===== config.mk =====
export PLATFORM = sky130hd
export DESIGN_NAME = ram_sp_rr_arbiter
export DESIGN_NICKNAME = d
export VERILOG_FILES = /design/src/rtl/ram_sp_rr_arbiter_pkg.sv /design/src/rtl/ram_sp_async_read.sv /design/src/rtl/ram_sp_rr_arbiter.sv
export SDC_FILE = /design/constraint.sdc
export NUM_CORES = 1
export LEC_CHECK = 0
export CORE_UTILIZATION = 35
export CTS_BUF_LIST = sky130_fd_sc_hd__clkbuf_16
export CTS_CLUSTER_DIAMETER = 100
export DETAILED_ROUTE_END_ITERATION = 10
export SYNTH_ARGS = -nofsm -noshare
export SYNTH_HDL_FRONTEND = slang
export SYNTH_SLANG_ARGS = --single-unit

===== constraint.sdc =====
create_clock -name clk -period 3.25 [get_ports clk]
set_input_delay 0.4875 -clock clk [delete_from_list [all_inputs] [get_ports clk]]
set_output_delay 0.4875 -clock clk [all_outputs]
set_load 0.01 [all_outputs]

===== src/rtl/ram_sp_rr_arbiter_pkg.sv =====
`default_nettype none
// ============================================================================
// Module   : ram_sp_rr_arbiter_pkg
// Brief    : Shared encodings and default widths for the RR RAM arbiter.
// Revision : 1.0 - initial release
// ============================================================================
package ram_sp_rr_arbiter_pkg;

    localparam int c_addr_w = 4;
    localparam int c_data_w = 8;

    typedef enum logic [0:0] {
        ST_IDLE   = 1'b0,
        ST_ACCESS = 1'b1
    } state_t;

    typedef enum logic [0:0] {
        OWN_A = 1'b0,
        OWN_B = 1'b1
    } owner_t;

endpackage
`default_nettype wire


===== src/rtl/ram_sp_async_read.sv =====
`default_nettype none
// ============================================================================
// Module   : ram_sp_async_read
// Brief    : Single-port RAM, synchronous write, asynchronous read.
// Revision : 1.0 - initial release
// ============================================================================
module ram_sp_async_read
    import ram_sp_rr_arbiter_pkg::*;
#(
    parameter int ADDR_W = c_addr_w,
    parameter int DATA_W = c_data_w
) (
    input  logic              clk,
    input  logic [DATA_W-1:0] data_in,
    input  logic [ADDR_W-1:0] address,
    input  logic              write_en,
    output logic [DATA_W-1:0] data_out
);

    logic [DATA_W-1:0] r_mem [2**ADDR_W];

    always_ff @(posedge clk) begin
        if (write_en) begin
            r_mem[address] <= data_in;
        end
    end

    assign data_out = r_mem[address];

endmodule
`default_nettype wire


===== src/rtl/ram_sp_rr_arbiter.sv =====
`default_nettype none
// ============================================================================
// Module   : ram_sp_rr_arbiter
// Brief    : Two-requester round-robin arbiter in front of a shared SP RAM.
// Revision : 1.0 - initial release
// ============================================================================
module ram_sp_rr_arbiter
    import ram_sp_rr_arbiter_pkg::*;
#(
    parameter int ADDR_W = c_addr_w,
    parameter int DATA_W = c_data_w
) (
    input  logic              clk,
    input  logic              rst_n,
    input  logic              req_a,
    input  logic              we_a,
    input  logic [ADDR_W-1:0] addr_a,
    input  logic [DATA_W-1:0] wdata_a,
    output logic              gnt_a,
    output logic [DATA_W-1:0] rdata_a,
    output logic              rvalid_a,
    input  logic              req_b,
    input  logic              we_b,
    input  logic [ADDR_W-1:0] addr_b,
    input  logic [DATA_W-1:0] wdata_b,
    output logic              gnt_b,
    output logic [DATA_W-1:0] rdata_b,
    output logic              rvalid_b,
    output logic              busy
);

    state_t              r_state;
    state_t              w_state_nxt;
    owner_t              r_last_gnt;
    owner_t              r_cmd_owner;
    owner_t              w_winner;
    logic                w_any_req;
    logic                r_cmd_we;
    logic [ADDR_W-1:0]   r_cmd_addr;
    logic [DATA_W-1:0]   r_cmd_wdata;
    logic                w_write_en;
    logic [DATA_W-1:0]   w_ram_dout;

    assign w_any_req = req_a | req_b;

    // On a tie the requester that did not win last time gets the slot.
    always_comb begin
        w_winner = OWN_A;
        if (req_a && req_b) begin
            w_winner = (r_last_gnt == OWN_A) ? OWN_B : OWN_A;
        end else if (req_b) begin
            w_winner = OWN_B;
        end
    end

    always_comb begin
        w_state_nxt = r_state;
        case (r_state)
            ST_IDLE:   if (w_any_req) w_state_nxt = ST_ACCESS;
            ST_ACCESS: w_state_nxt = ST_IDLE;
            default:   w_state_nxt = ST_IDLE;
        endcase
    end

    always_ff @(posedge clk or negedge rst_n) begin
        if (!rst_n) begin
            r_state <= ST_IDLE;
        end else begin
            r_state <= w_state_nxt;
        end
    end

    always_ff @(posedge clk or negedge rst_n) begin
        if (!rst_n) begin
            r_last_gnt  <= OWN_B;
            r_cmd_owner <= OWN_A;
            r_cmd_we    <= 1'b0;
            r_cmd_addr  <= '0;
            r_cmd_wdata <= '0;
            gnt_a       <= 1'b0;
            gnt_b       <= 1'b0;
        end else begin
            gnt_a <= 1'b0;
            gnt_b <= 1'b0;
            if (r_state == ST_IDLE && w_any_req) begin
                r_cmd_owner <= w_winner;
                r_last_gnt  <= w_winner;
                r_cmd_we    <= (w_winner == OWN_A) ? we_a    : we_b;
                r_cmd_addr  <= (w_winner == OWN_A) ? addr_a  : addr_b;
                r_cmd_wdata <= (w_winner == OWN_A) ? wdata_a : wdata_b;
                gnt_a       <= (w_winner == OWN_A);
                gnt_b       <= (w_winner == OWN_B);
            end
        end
    end

    // Read data is captured at the edge that closes ACCESS; rdata holds otherwise.
    always_ff @(posedge clk or negedge rst_n) begin
        if (!rst_n) begin
            rdata_a  <= '0;
            rdata_b  <= '0;
            rvalid_a <= 1'b0;
            rvalid_b <= 1'b0;
        end else begin
            rvalid_a <= 1'b0;
            rvalid_b <= 1'b0;
            if (r_state == ST_ACCESS && !r_cmd_we) begin
                if (r_cmd_owner == OWN_A) begin
                    rdata_a  <= w_ram_dout;
                    rvalid_a <= 1'b1;
                end else begin
                    rdata_b  <= w_ram_dout;
                    rvalid_b <= 1'b1;
                end
            end
        end
    end

    // Combinational so an async reset during ACCESS kills an in-flight write.
    assign w_write_en = (r_state == ST_ACCESS) && r_cmd_we;
    assign busy       = (r_state == ST_ACCESS);

    ram_sp_async_read #(
        .ADDR_W (ADDR_W),
        .DATA_W (DATA_W)
    ) u_ram (
        .clk      (clk),
        .data_in  (r_cmd_wdata),
        .address  (r_cmd_addr),
        .write_en (w_write_en),
        .data_out (w_ram_dout)
    );

endmodule
`default_nettype wire

# After elaboration in Yosys (flattened, before gate mapping)
# Memory sizes are Yosys's and may differ from the RTL's.
# Index checks and enable logic that the tools add are counted.
[totals]
register_bits = 36
ram_bits = 128
rom_bits = 0
n_memories = 1
word_cells = 40
latchBits = 0
inputBits = 30
[mem_list]
columns = ["name", "words", "width", "rd", "rd_ports_with_merged_regs", "wr", "line", "rtl"]
rows = [
  ["u_ram.r_mem", 16, 8, 1, 0, 1, "ram_sp_async_read.sv:20", "logic [DATA_W-1:0] r_mem [2**ADDR_W];"],
]
[classes]
div = 0
magnitude_cmp = 0
n_eq_ne = 0
multipliers = 0
n_reduce_logical = 7
muxes = 16
shift = 0
n_bitwise = 4
n_addsub = 0
[ops]
columns = ["operator", "n"]
rows = [
  ["$mux 1", 13],
  ["$mux 8", 1],
  ["$logic_and 1x1->1", 4],
  ["$mux 4", 1],
  ["$reduce_and 2->1", 2],
  ["$not 1->1", 3],
  ["$pmux 1 s2", 1],
  ["$logic_not 1->1", 1],
  ["$or 1x1->1", 1],
]

# Logic depth before layout (Yosys ltp)
# Gate-level depths: netlist (run 1).
[logic_depth]
ltp_word = 4
mapped_depth = 7

# Hierarchy
# From an unflattened synthesis (run 1), not the netlist that was laid out.
[hier_totals]
hier_cells = 346
area_unflattened_um2 = 6377.4
[modules_own_cells]
columns = ["mod", "cells_each", "area_each_um2", "n_inst"]
rows = [
  ["ram_sp_async_read", 222, 4907.2, 1],
  ["ram_sp_rr_arbiter", 124, 1470.2, 1],
]

# Worst setup path after synthesis (run 1)
# Ideal clock, no wire load.
[synth_timing]
path_type = "register to register"
from = "register r_cmd_addr[1]"
to = "memory u_ram.r_mem[0][0] (netlist name), enable pin"
setup_time_ns = 0.383
setup_slack_ns = 1.098
path_buffers = 2
path_stages_with_launch = 5
arrival_ns = 1.769
t_required_ns = 2.867
path_cell_list = "dfrtp_1 buf_2 buf_1 or3_1 nor3_1"
[synth_rtl]
columns = ["item", "line", "rtl"]
rows = [
  ["start, declared", "ram_sp_rr_arbiter.sv:39", "logic [ADDR_W-1:0] r_cmd_addr;"],
  ["start signal, assigned", "ram_sp_rr_arbiter.sv:89", "r_cmd_addr <= (w_winner == OWN_A) ? addr_a : addr_b;"],
  ["end, declared", "ram_sp_async_read.sv:20", ""],
]
# Straight into the memory's write port.

# Final worst setup path (run 1)
[layout_timing]
from = "register r_cmd_addr[2]"
to = "register rdata_b[4]"
[layout_between]
elab_chain_cells = 1
[layout_rtl]
columns = ["item", "line", "rtl"]
rows = [
  ["$mem_v2 16x8", "n/a", ""],
  ["end signal, assigned", "ram_sp_rr_arbiter.sv:112", "rdata_b <= w_ram_dout;"],
  ["end, declared", "ram_sp_rr_arbiter.sv:27", "output logic [DATA_W-1:0] rdata_b,"],
]
# Every way passes these cells.
# A chain may end at the register's enable or synchronous reset.

==> impl_metrics.py, run 1 <==
metrics = {
    "sta": {
        "worst_slew_margin_relative_to_its_limit_pct": 34.6,
        "clock-skew-final_ps": 8.12,
        "min_period_ps": 2360,
        "finalHoldViolCount": 0,
        "worst_slack_ps": 888,
        "max_freq_mhz": 423,
        "final_critical_path_share_of_the_clock_period_pct": 72.7,
        "report.final.setup_viol": 0,
        "final.hold.worst_slack_ps": 151,
        "worst_pin_slew_ps": 980,
        "timing.final.max_slew_violations": 0,
        "grt_setup_unrepaired": "no",
        "setup-tns-final_ps": 0,
    },
    "synthesis": {
        "synth-simple-area-share_pct": 5.59,
        "synth-xor-area-share_pct": 0,
        "yosys-mux-area-fraction_pct": 14.4,
        "post-synth-top-area-fraction_pct": 58.9,
        "seq_area_frac_synth_pct": 72.7,
        "syn-mean-instance-area_sq_um": 16.9,
        "synth_compound_area_share_pct": 5.44,
        "synthesis.area_sq_um": 6530,
        "synth.lib_cells_used.distinct": 32,
        "ys_top_cells_by_area": "sky130_fd_sc_hd__edfxtp_1, sky130_fd_sc_hd__dfrtp_1, sky130_fd_sc_hd__mux2i_1",
        "synth_top_family_by_area": "multiplexers",
        "synth_adder_area_share_pct": 0,
        "post_synth_inst_count": 387,
        "ys_seq_elements": 164,
        "ys_warn_count": 0,
        "synth.net_count": 417,
        "synth_area_leader_cell": "sky130_fd_sc_hd__edfxtp_1",
    },
    "setup_path": {
        "crit_path_max_incr_delay_ps": 880,
        "max_fo_critical_path": 19,
        "cp.buffers_inverters": 1,
        "timing.critical_path.max_delay_family": "flip-flops",
        "critical_path_arrival_ps": 2680,
        "cp_data_required_time_ps": 3560,
        "worstSetupEndpointType": "flop",
        "setup.worst_path.class": "reg2reg",
        "cp_cell_sequence": "buf_4 -> mux4_1 -> mux2_4 -> a22oi_1 -> nand2_1",
        "critPathLaunchType": "flop",
        "cp_slowest_cell": "sky130_fd_sc_hd__dfrtp_1",
    },
    "routing": {
        "vias_per_cell": 5.17,
        "detail_route.iter0.violations": 245,
        "drt_first_pass_iters": 8,
        "routed_wirelength_um": 14000,
        "post_drt_wl_per_cell_um": 20.0,
        "vias": 3612,
        "detail-route-antenna-nets": 0,
        "drc": 4,
    },
    "clock_tree": {
        "cts_resized": 0,
        "tritoncts_num_sinks": 164,
        "tritoncts_clock_tree": "yes",
        "clockBufferDepth": 2,
        "hold_buffers": 0,
        "cts_post_setup_buffers_inserted": 0,
        "htree_levels": 4,
        "cts.clk_slew.worst_paths_ps": 60,
        "cts_made_buffers": 17,
        "clock_latency_ps": 430,
        "ctsRootBufferMaster": "sky130_fd_sc_hd__clkbuf_16",
    },
    "grt": {
        "global_route.overflow_total": 0,
        "grt_first_pass_wirelength_um": 21800,
        "grt_antenna_before_repair": 0,
        "grt_util_all_layers_pct": 15.6,
        "grt_start_max_net_pins": 37,
        "first_global_vias": 3790,
    },
    "placed_design": {
        "dp_hpwl_um": 9440,
        "port_buffers": 50,
        "post-place-ws_ps": 873,
        "gp_congestion": 0.766,
    },
    "floorplan": {
        "die_h_um": 139,
        "die_width_um": 139,
        "die-area_sq_um": 19200,
        "initial_core_util_pct": 36.0,
        "fp-row-count": 49,
        "num_io_pins": 51,
        "core_ar_sq_um": 18100,
    },
    "power_and_ir_drop": {
        "static_leakage_nw": 2.88,
        "power_per_cell_area_nw_per_um2": 717,
        "peakVddDrop_uv": 401,
    },
    "cells_and_area": {
        "multiInputGateArea_sq_um": 1670,
        "drive_above_1_share_pct": 16.2,
        "fillerInstances": 1621,
        "final-seq-area_sq_um": 4750,
        "nNetsFinal": 487,
        "antenna_cells": 0,
        "areaGrowthSynthToFinish_pct": 21.5,
    },
    "outcome": {
        "failed_checks": "DRC",
        "result_of_the_run": "finished with violations",
    },
    "min_path": {
        "worst_hold_path_type": "in2async",
    },
    "run": {
        "cap_violations": 0,
    },
}
-- logic make-up after synthesis --
group | count (synthesis)
DFF | 164
and+or+nand+nor | 81
buffers and inverters | 24
AOI/OAI and AO/OA | 49
muxes | 69
-- per-stage QoR --
step	utilization (%)	cell area, sq um	power (W)	std cells
2_1_floorplan	-	6530	0.00332	387
4_1_cts	43.7	7940	0.00572	699
3_5_place_dp	40.6	7370	0.00382	667
5_1_grt	43.7	7940	0.00592	699
3_3_place_gp	40.6	7370	0.00379	667
6_report	43.7	7940	0.00569	699
-- cell usage after synthesis (all sizes together) --
cell type / count
dfrtp: 35
nand4: 2
nor2: 18
clkbuf: 8
mux4: 16
nor3: 4
nand3: 16
nand2b: 2
nand3b: 1
or3: 2
nor2b: 3
or3b: 1
a22oi: 32
dfstp: 1
mux2: 8
mux2i: 45
buf: 12
o21bai: 1
nand2: 31
and2: 1
edfxtp: 128
a21boi: 1
o21ai: 13
inv: 4
a21o: 2
-- power breakdown --
group          total [W]  internal [W]  switching (W)
sequential       0.00282       0.00252       0.000292
clock            0.00192       0.00112       0.000795
combinational   0.000962      0.000519       0.000443
total            0.00569       0.00416        0.00153
-- sequential cells by signal, summed over array words and instances, names as in the netlist --
| register | count |
|---|---|
| rdata_a | 8 |
| gnt_a | 1 |
| gnt_b | 1 |
| r_cmd_we | 1 |
| rvalid_b | 1 |
| busy | 1 |
| r_cmd_wdata | 8 |
| u_ram.r_mem | 128 |
| rvalid_a | 1 |
| rdata_b | 8 |
| r_cmd_addr | 4 |
| r_cmd_owner | 1 |
| r_last_gnt | 1 |
-- worst register-to-register path, stage by stage, from the launching register on --
cell and delay [ps]:
sky130_fd_sc_hd__dfrtp_1 880, sky130_fd_sc_hd__buf_4 300, sky130_fd_sc_hd__mux4_1 560, sky130_fd_sc_hd__mux2_4 290
sky130_fd_sc_hd__a22oi_1 140, sky130_fd_sc_hd__nand2_1 80
-- layout make-up --
type | count | area share (%)
Sequential cell | 164 | 59.8
Tap cell | 229 | 3.61
Multi-Input combinational cell | 199 | 21.0
Timing Repair Buffer | 71 | 8.23
Clock inverter | 15 | 1.81
Inverter | 4 | 0.189
Clock buffer | 17 | 5.36
-- path summary, 6_finish.rpt --
| kind | startpoint | cells after the start | end | slack, ps |
|---|---|---|---|---|
| max in group asynchronous | rst_n | 1 | r_cmd_addr[3] | 2510 |
| min reg2reg | r_last_gnt | 1 | r_last_gnt | 510 |
| max | r_cmd_addr[2] | 5 | rdata_b[4] | 890 |
| min in group clk | r_last_gnt | 1 | r_last_gnt | 510 |
| max reg2reg | r_cmd_addr[2] | 5 | rdata_b[4] | 890 |
| min | rst_n | 1 | rdata_a[5] | 150 |
-- layout by cell type, fill, tap and decap left out, drive strengths merged, types with 3 or more instances in the layout --
cell / Yosys / routed
edfxtp: 128 / 128
clkdlybuf4s50: 0 / 49
mux2i: 45 / 45
dfrtp: 35 / 35
a22oi: 32 / 32
nand2: 31 / 31
buf: 12 / 22
nor2: 18 / 18
clkbuf: 8 / 17
nand3: 16 / 16
mux4: 16 / 16
o21ai: 13 / 13
mux2: 8 / 8
clkinv: 0 / 8
inv: 4 / 7
nor3: 4 / 4
nor2b: 3 / 3
-- routing by layer --
metal	vias up	global-route usage [%]	share of wire [%]
met5	-	0	0
met1	1806	19.5	43
met4	0	7.51	2.6
li1	1643	-	-
met2	140	25.7	49
met3	23	3.76	5.8
Note: power is estimated with default switching activity, not from simulation.
==> run 2: changes to the inputs <==
==> constraint.sdc (replaced) <==
create_clock -name clk -period 2 [get_ports clk]
set_input_delay 0.3 -clock clk [delete_from_list [all_inputs] [get_ports clk]]
set_output_delay 0.3 -clock clk [all_outputs]
set_load 0.01 [all_outputs]
==> run 2 against run 1 <==
Compared with the run above:
- the run still ends with DRC left
- critical endpoint is now rdata_b[5]
- count of clock-buffer cells in the layout grew 4
- final cell count grew 1.1%
- sequential cell count is the same
- non-clock buffer count grew 8
- largest power group unchanged
- setup slack lost 770 ps
- critical path depth is the same
- sequential share of layout area shrank 1.2 points
==> impl_metrics.py, run 2 (synthesis results as in run 1) <==
metrics = {
    "setup_path": {
        "setup.worst_path.class": "reg2reg",
        "critPathLaunchType": "flop",
        "critical_path_arrival_ps": 2240,
        "cp_cell_sequence": "buf_12 -> mux2i_1 -> a22oi_1 -> nand3_1 -> nand2_1",
        "cp_slowest_cell": "sky130_fd_sc_hd__dfrtp_2",
        "cp_data_required_time_ps": 2360,
        "crit_path_max_incr_delay_ps": 770,
        "max_fo_critical_path": 23,
        "worstSetupEndpointType": "flop",
    },
    "routing": {
        "vias_per_cell": 5.05,
        "routed_wirelength_um": 13900,
        "drc": 5,
        "detail_route.iter0.violations": 319,
        "detail-route-antenna-nets": 0,
        "vias": 3569,
        "post_drt_wl_per_cell_um": 19.7,
        "drt_first_pass_iters": 8,
    },
    "grt": {
        "grt_antenna_before_repair": 0,
        "grt_start_max_net_pins": 37,
        "grt_util_all_layers_pct": 15.9,
        "global_route.overflow_total": 0,
        "grt_first_pass_wirelength_um": 22100,
        "first_global_vias": 3753,
    },
    "placed_design": {
        "gp_congestion": 0.813,
        "dp_hpwl_um": 9430,
        "port_buffers": 50,
        "placed_cell_area_sq_um": 7480,
    },
    "cells_and_area": {
        "areaGrowthSynthToFinish_pct": 24.1,
        "final-seq-area_sq_um": 4750,
        "most_common_cell_after_layout_fill_and_taps_aside": "sky130_fd_sc_hd__edfxtp_1",
        "multiInputGateArea_sq_um": 1690,
        "drive_above_1_share_pct": 18.4,
        "most-common-layout-cells": "sky130_fd_sc_hd__edfxtp_1, sky130_fd_sc_hd__clkdlybuf4s50_1, sky130_fd_sc_hd__mux2i_1",
        "final_design_area_no_fill_sq_um": 8100,
        "flip_flop_count_of_the_largest_register_after_layout": 128,
        "nNetsFinal": 495,
        "fillerInstances": 1580,
        "antenna_cells": 0,
        "registers.top_by_ff_count": "u_ram.r_mem",
    },
    "clock_tree": {
        "clock_latency_ps": 430,
        "ctsRootBufferMaster": "sky130_fd_sc_hd__clkbuf_16",
        "cts_resized": 0,
        "cts_made_buffers": 17,
        "tritoncts_clock_tree": "yes",
        "clockBufferDepth": 2,
        "cts.clk_slew.worst_paths_ps": 60,
        "htree_levels": 4,
        "tritoncts_num_sinks": 164,
    },
    "sta": {
        "timing.final.max_slew_violations": 0,
        "finalHoldViolCount": 0,
        "max_freq_mhz": 532,
        "grt_setup_unrepaired": "no",
        "clock-skew-final_ps": 4.23,
        "setup-tns-final_ps": 0,
        "worst_pin_slew_ps": 818,
        "final_critical_path_share_of_the_clock_period_pct": 93.9,
        "worst_slew_margin_relative_to_its_limit_pct": 45.4,
        "min_period_ps": 1880,
        "report.final.setup_viol": 0,
    },
    "power_and_ir_drop": {
        "power.switching_w": 0.00250,
        "share_comb_of_total_power_pct": 17.7,
        "internal_power_w": 0.00699,
        "power_frac_clock_pct": 34.6,
        "power_per_cell_area_nw_per_um2": 1170,
        "static_leakage_nw": 2.96,
        "totalPowerFinal_w": 0.00949,
        "power.share.sequential_pct": 47.7,
        "peakVddDrop_uv": 641,
        "p_sw_share_pct": 26.3,
    },
    "floorplan": {
        "core_ar_sq_um": 18100,
        "die-area_sq_um": 19200,
        "num_io_pins": 51,
        "die_width_um": 139,
        "die_h_um": 139,
        "fp-row-count": 49,
        "initial_core_util_pct": 36.0,
    },
    "run": {
        "cap_violations": 0,
    },
    "min_path": {
        "worst_hold_path_type": "in2async",
    },
    "outcome": {
        "result_of_the_run": "finished with violations",
        "failed_checks": "DRC",
    },
}
-- run 2: cell count changes in the layout (fill, tap and decap cells not counted), sizes merged --
cell	before	now
bufinv	2	1
buf	22	29
clkinv	8	5
dlygate4sd3	0	1
clkbuf	17	21
-- run 2: cell type report --
class	instances	share of cell area, %
flip-flops and latches	164	58.6
multi-input cells	199	20.8
repair buffers	79	9.30
clock buffers	21	6.49
well taps	229	3.54
clock inverters	11	1.10
inverters	4	0.185
-- run 2: power groups by stage --
stage / clock network, W / registers [W] / logic (W)
after floorplan: 0 / 0.00444 / 0.000964
after global placement: 0 / 0.00457 / 0.00168
after detailed placement: 0 / 0.00460 / 0.00169
after CTS: 0.00334 / 0.00453 / 0.00170
after global routing: 0.00349 / 0.00458 / 0.00182
final: 0.00329 / 0.00452 / 0.00168
-- run 2: timing repair --
action | in CTS | in global routing
setup buffers | 0 | 0
hold buffers | 1 | 0
endpoints found under the hold margin | 35 | 0
-- run 2: path summary, 6_finish.rpt --
check	start	end	slack, ps	depth (start not counted)
setup / recovery	r_cmd_addr[3]	rdata_b[5]	120	5
hold / removal	rst_n	rdata_b[2]	510	2
setup reg to reg	r_cmd_addr[3]	rdata_b[5]	120	5
hold reg to reg	r_cmd_owner	r_cmd_owner	510	1
max in group asynchronous	rst_n	r_cmd_addr[3]	920	2
min in group clk	r_cmd_owner	r_cmd_owner	510	1
-- run 2: metrics by stage --
stage	std cells	worst slack, ps	utilization (%)	hold slack [ps]
3_3_place_gp	674	140	41.2	428
2_1_floorplan	387	61.4	-	4.41
3_5_place_dp	674	131	41.2	440
6_report	707	122	44.6	505
5_1_grt	707	43.7	44.6	534
4_1_cts	707	115	44.6	510
-- run 2: per-layer routing --
metal	track usage (%)	part of all wire, %
met3	3.49	4.7
met5	0	0
met2	24.9	46
met1	21.3	47
met4	7.16	2.0
-- run 2: worst max-delay path: cells and delay by family, from the launching register on --
kind / cells / cell delay [ps]
AO/OA/AOI/OAI: 1 / 410
buffers and inverters: 1 / 240
flip-flops: 1 / 770
multiplexers: 1 / 90
AND/OR/NAND/NOR: 2 / 290
